$ cat src/rtl/synth_bus_arbiter.sv
// Round-robin arbiter and setup/strobe/release sequencer for the synth controller data bus.
// Optional SYNTH_BUS_LOCK_EN adds req_lock for back-to-back bursts from one requester.
module synth_bus_arbiter #(
  parameter int NUM_REQ     = 2,
  parameter int ADDR_W      = 7,
  parameter int SEL_LINES   = 5,
  parameter int DATA_W      = 8,
  parameter int WAIT_CYCLES = 2
) (
  input  logic                          CLOCK_25,
  input  logic                          reset_reg_N,
  input  logic [NUM_REQ-1:0]            req_valid,
  input  logic [NUM_REQ-1:0]            req_write,
  input  logic [NUM_REQ*ADDR_W-1:0]     req_addr,
  input  logic [NUM_REQ*SEL_LINES-1:0]  req_sel,
  input  logic [NUM_REQ*DATA_W-1:0]     req_wdata,
`ifdef SYNTH_BUS_LOCK_EN
  input  logic [NUM_REQ-1:0]            req_lock,
`endif
  output logic [NUM_REQ-1:0]            req_ready,
  output logic [NUM_REQ-1:0]            rsp_valid,
  output logic                          rsp_err,
  output logic [DATA_W-1:0]             rsp_rdata,
  output logic [ADDR_W-1:0]             adr,
  output logic [SEL_LINES-1:0]          sel_out,
  output logic                          write,
  output logic                          read,
  output logic [DATA_W-1:0]             data_out,
  output logic                          data_oe,
  input  logic [DATA_W-1:0]             data_in,
  output logic                          busy
);

  function automatic int clogb2(input int v);
    int r;
    r = 0;
    while ((1 << r) < v) r++;
    return r;
  endfunction

  localparam int CW = clogb2(WAIT_CYCLES + 1);
  localparam int IW = (NUM_REQ > 1) ? clogb2(NUM_REQ) : 1;

  typedef struct packed {
    logic                 write;
    logic [ADDR_W-1:0]    addr;
    logic [SEL_LINES-1:0] sel;
    logic [DATA_W-1:0]    wdata;
    logic                 err;
    logic [IW-1:0]        id;
  } txn_t;

  typedef enum logic [1:0] {IDLE, SETUP, STROBE, RELEASE} state_t;

  state_t                   state, state_nx;
  txn_t [NUM_REQ-1:0]       lane;
  txn_t                     cur, pick;
  logic [CW-1:0]            cnt;
  logic [IW-1:0]            ptr, win;
  logic [DATA_W-1:0]        rdata_q;
  logic                     any, take, relock, act, last_strobe;

  // Per-requester view of the packed request buses, with select legality precomputed.
  for (genvar gi = 0; gi < NUM_REQ; gi++) begin : g_lane
    assign lane[gi] = '{write: req_write[gi],
                        addr:  req_addr[gi*ADDR_W +: ADDR_W],
                        sel:   req_sel[gi*SEL_LINES +: SEL_LINES],
                        wdata: req_wdata[gi*DATA_W +: DATA_W],
                        err:   !$onehot(req_sel[gi*SEL_LINES +: SEL_LINES]),
                        id:    IW'(gi)};
  end

  // Scan from the highest offset down so the requester closest to ptr wins.
  always_comb begin
    int j;
    logic [IW-1:0] jj;
    any = 1'b0;
    win = '0;
    j   = 0;
    jj  = '0;
    for (int k = NUM_REQ - 1; k >= 0; k--) begin
      j = int'(ptr) + k;
      if (j >= NUM_REQ) j = j - NUM_REQ;
      jj = IW'(j);
      if (req_valid[jj]) begin
        any = 1'b1;
        win = jj;
      end
    end
  end

`ifdef SYNTH_BUS_LOCK_EN
  assign relock = req_lock[cur.id] & req_valid[cur.id];
`else
  assign relock = 1'b0;
`endif

  assign last_strobe = (state == STROBE) && (cnt == CW'(1));
  assign pick        = (state == IDLE) ? lane[win] : lane[cur.id];

  always_comb begin
    state_nx  = state;
    req_ready = '0;
    take      = 1'b0;
    case (state)
      IDLE:    if (any) begin
                 req_ready[win] = 1'b1;
                 take           = 1'b1;
                 state_nx       = SETUP;
               end
      SETUP:   state_nx = STROBE;
      STROBE:  if (last_strobe) state_nx = RELEASE;
      RELEASE: if (relock) begin
                 req_ready[cur.id] = 1'b1;
                 take              = 1'b1;
                 state_nx          = SETUP;
               end else begin
                 state_nx = IDLE;
               end
      default: state_nx = IDLE;
    endcase
    if (!reset_reg_N) begin
      req_ready = '0;
      take      = 1'b0;
    end
  end

  always_ff @(posedge CLOCK_25) begin
    if (!reset_reg_N) state <= IDLE;
    else              state <= state_nx;
  end

  always_ff @(posedge CLOCK_25) begin
    if (!reset_reg_N) begin
      cur     <= '0;
      cnt     <= '0;
      ptr     <= '0;
      rdata_q <= '0;
    end else begin
      if (take) cur <= pick;
      if (state == SETUP)       cnt <= CW'(WAIT_CYCLES);
      else if (state == STROBE) cnt <= cnt - 1'b1;
      // Writes and illegal selects report zero read data.
      if (last_strobe) rdata_q <= (!cur.write && !cur.err) ? data_in : '0;
      if (state == RELEASE && !relock)
        ptr <= (cur.id == IW'(NUM_REQ - 1)) ? '0 : cur.id + 1'b1;
    end
  end

  assign act       = (state == SETUP || state == STROBE) && !cur.err;
  assign adr       = cur.addr;
  assign sel_out   = act ? cur.sel : '0;
  assign data_oe   = act & cur.write;
  assign data_out  = data_oe ? cur.wdata : '0;
  assign write     = (state == STROBE) & cur.write & !cur.err;
  assign read      = (state == STROBE) & !cur.write & !cur.err;
  assign rsp_valid = (state == RELEASE) ? (NUM_REQ'(1) << cur.id) : '0;
  assign rsp_err   = (state == RELEASE) & cur.err;
  assign rsp_rdata = rdata_q;
  assign busy      = (state != IDLE);

endmodule

$ cat config.mk
export PLATFORM = sky130hd
export DESIGN_NAME = synth_bus_arbiter
export DESIGN_NICKNAME = d
export VERILOG_FILES = /design/src/rtl/synth_bus_arbiter.sv
export SDC_FILE = /design/constraint.sdc
export NUM_CORES = 1
export LEC_CHECK = 0
export ABC_AREA = 1
export CORE_ASPECT_RATIO = 1.25
export CORE_MARGIN = 3
export CORE_UTILIZATION = 49
export DETAILED_ROUTE_END_ITERATION = 10
export PLACE_DENSITY = 0.95
export SLEW_MARGIN = 20
export SYNTH_ARGS = -nofsm -noshare
export SYNTH_HDL_FRONTEND = slang
export SYNTH_SLANG_ARGS = --single-unit
$ cat constraint.sdc
create_clock -name CLOCK_25 -period 4.4 [get_ports CLOCK_25]
set_clock_uncertainty 0.05 [all_clocks]
set_input_delay 1.32 -clock CLOCK_25 [delete_from_list [all_inputs] [get_ports CLOCK_25]]
set_output_delay 1.32 -clock CLOCK_25 [all_outputs]
set_load 0.05 [all_outputs]
==> impl_metrics.yaml <==
die:
  top_level_ports: 91
  die_h_um: 85.92
  initial_core_util: 0.5179
  fp.dieArea_sq_mm: 0.006009
  row_count: 28
  core_area_sq_mm: 0.004835
  die_x_um: 69.94
clocking:
  htreeDepth: 2
  clk_pin_slew_ps: 70
  cts_tree: "built"
  clock_sinks: 36
  post_cts_buffers: 0
  cts_root_buf: "clkbuf_8"
  clk_latency_ps: 290
  cts_buffer_depth: 2
  ctsResizeCount: 0
  numCtsBuffers: 5
  cts_hold_buffers: 0
route:
  wirelength_mm: 5.973
  dr.pass1.iters: 4
  ant_nets: 0
  post_drt_wl_per_cell_um: 12.68
  via_count: 2294
  drc: 0
  first_iter_violations: 135
  viasPerCell: 4.870
power_and_ir_drop:
  pwr_density_cell_mw_per_mm2: 511.9
  p_total_mw: 1.764
  ir_drop_uv: 268.2
  leakagePower_nw: 1.674
yosys:
  synthesis.nets: 394
  avgSynthCellArea_sq_um: 7.610
  netlist_instances: 329
  synth_area_sq_mm: 0.002504
  synthTopCellsByArea: "dfxtp_1, inv_1, nand2_4"
  yosysTopAreaCellShare: 0.2879
  ys_ff_latch: 36
  ys_types: 26
  yosysSeqAreaShare: 0.2879
  yosys_warnings: 0
  synth_top_area_cell: "dfxtp_1"
critical_path:
  worstSetupStartpointType: "input port"
  r2r_slack_ps: 2350
  worstPathBufferInverterCount: 3
  crit_type: "in2out"
  cp_slowest_cell: "clkdlybuf4s50_1"
  required_ps: 3030
  critical-path-top-delay-family: "buffers and inverters"
  cpPeakStageDelay_ps: 550
  crit_fanout: 3
  crit_chain: "clkdlybuf4s50_1, nor2_1, inv_2, nand2_2, a211oi_1, buf_12"
  cp.arrival_ps: 2680
  critPathCaptureType: "primary output"
placed_design:
  routabilityCongestion: 0.8720
  portBuffers: 90
  dp_hpwl_mm: 4.570
  dp_cells: 463
global_route:
  grt_pass1_wl_mm: 10.05
  antenna_found_initial: 0
  grt_usage: 0.2068
  grt_max_degree: 25
  grt_pass1_vias: 2300
  grt.overflow.total: 0
sta:
  maxSlewViolCount: 0
  slew-limit-headroom: 0.4688
  hold_viol: 0
  grt_setup_unrepaired: "no"
  fin_setup_tns_ps: 0
  fin_crit_ps: 4050
  post-route-period-util: 0.9205
  fmax_mhz: 246.9
  setup_viol: 0
  worst_slew_pin_slew_ps: 795.0
finish:
  n_antenna_cell: 0
  finalNonFillerCells: 471
  layout_commonest_cell: "clkdlybuf4s50_1"
  final_util: 0.7127
  area_delta_synth_final_pct: 37.63
  drive_above_1_share: 0.2068
  nets: 475
  mostFrequentLayoutCells: "clkdlybuf4s50_1, inv_1, nand2_1"
run_status:
  status: "finished clean"
job:
  drv_cap: 0
hold_path:
  hp-class: "reg2reg"
-- path summary, 6_finish.rpt --
| path | from | to | cells after the start |
|---|---|---|---|
| setup / recovery | req_valid[1] | req_ready[0] | 6 |
| hold / removal | cur[13] | cur[13] | 2 |
| setup reg to reg | state[0] | adr[6] | 8 |
| hold reg to reg | cur[13] | cur[13] | 2 |
-- routing by layer --
metal / wire (um) / up-vias / GRT usage / part of all wire
met3: 376 / 14 / 0.06096 / 0.063
met4: 129 / 0 / 0.07840 / 0.022
met1: 2293 / 1055 / 0.2111 / 0.38
met2: 3175 / 89 / 0.3929 / 0.53
met5: 0 / - / 0 / 0
li1: - / 1136 / - / -
-- cell type report --
class,instances,area [sq um]
Multi-Input combinational cell,198,1318
Sequential cell,36,720.7
Inverter,77,289.0
Fill cell,397,1389
Clock inverter,2,35.03
Clock buffer,6,72.57
Timing Repair Buffer,92,935.9
Tap cell,60,75.07
-- worst register-to-register path: stages (launching register included) --
cell and delay (ps):
dfxtp_1 380, inv_1 90, ha_1 320, nand3_4 130
buf_4 290, nand2_4 410, nand2_4 170, nand3_2 80
nand2_2 90
-- report_power, final --
part | total, mW | leakage, nW | switching (mW) | internal (mW)
Combinational | 0.994 | 1.32 | 0.657 | 0.337
Clock | 0.289 | 0.0552 | 0.121 | 0.168
Sequential | 0.481 | 0.295 | 0.0609 | 0.420
Total | 1.76 | 1.67 | 0.839 | 0.925
-- sequential cells by signal, summed over array words and instances (netlist names) --
| register | flops |
|---|---|
| ptr | 1 |
| cur | 16 |
| adr | 7 |
| rsp_rdata | 8 |
| state | 2 |
| cnt | 2 |
-- stage by stage --
stage          setup slack (ps)  instance area (sq um)  hold slack (ps)
2_1_floorplan             363.4                   2504            376.1
3_3_place_gp              389.4                   3338            391.9
3_5_place_dp              338.9                   3338            401.8
4_1_cts                   344.4                   3446            414.3
5_1_grt                   293.7                   3446            429.0
6_report                  349.8                   3446            412.1
-- logic make-up (layout without fill, tap and decap cells) --
logic type,after synthesis,after routing,share of synthesized area
simple gates,170,170,0.4203
compound gates,16,16,0.03548
buf+inv,95,177,0.1859
flops,36,36,0.2879
xor+xnor,1,1,0.003499
fa+ha+maj,11,11,0.06697
-- synth_stat cells (all sizes together) --
library cell / number
inv: 76
fa: 4
o21ai: 2
nand2: 86
nor3: 4
nand3: 53
ha: 7
nor2: 27
buf: 14
xnor2: 1
a211oi: 2
clkbuf: 4
dfxtp: 36
clkinv: 1
a21oi: 12
No activity file was read; power rests on OpenSTA's default activity.
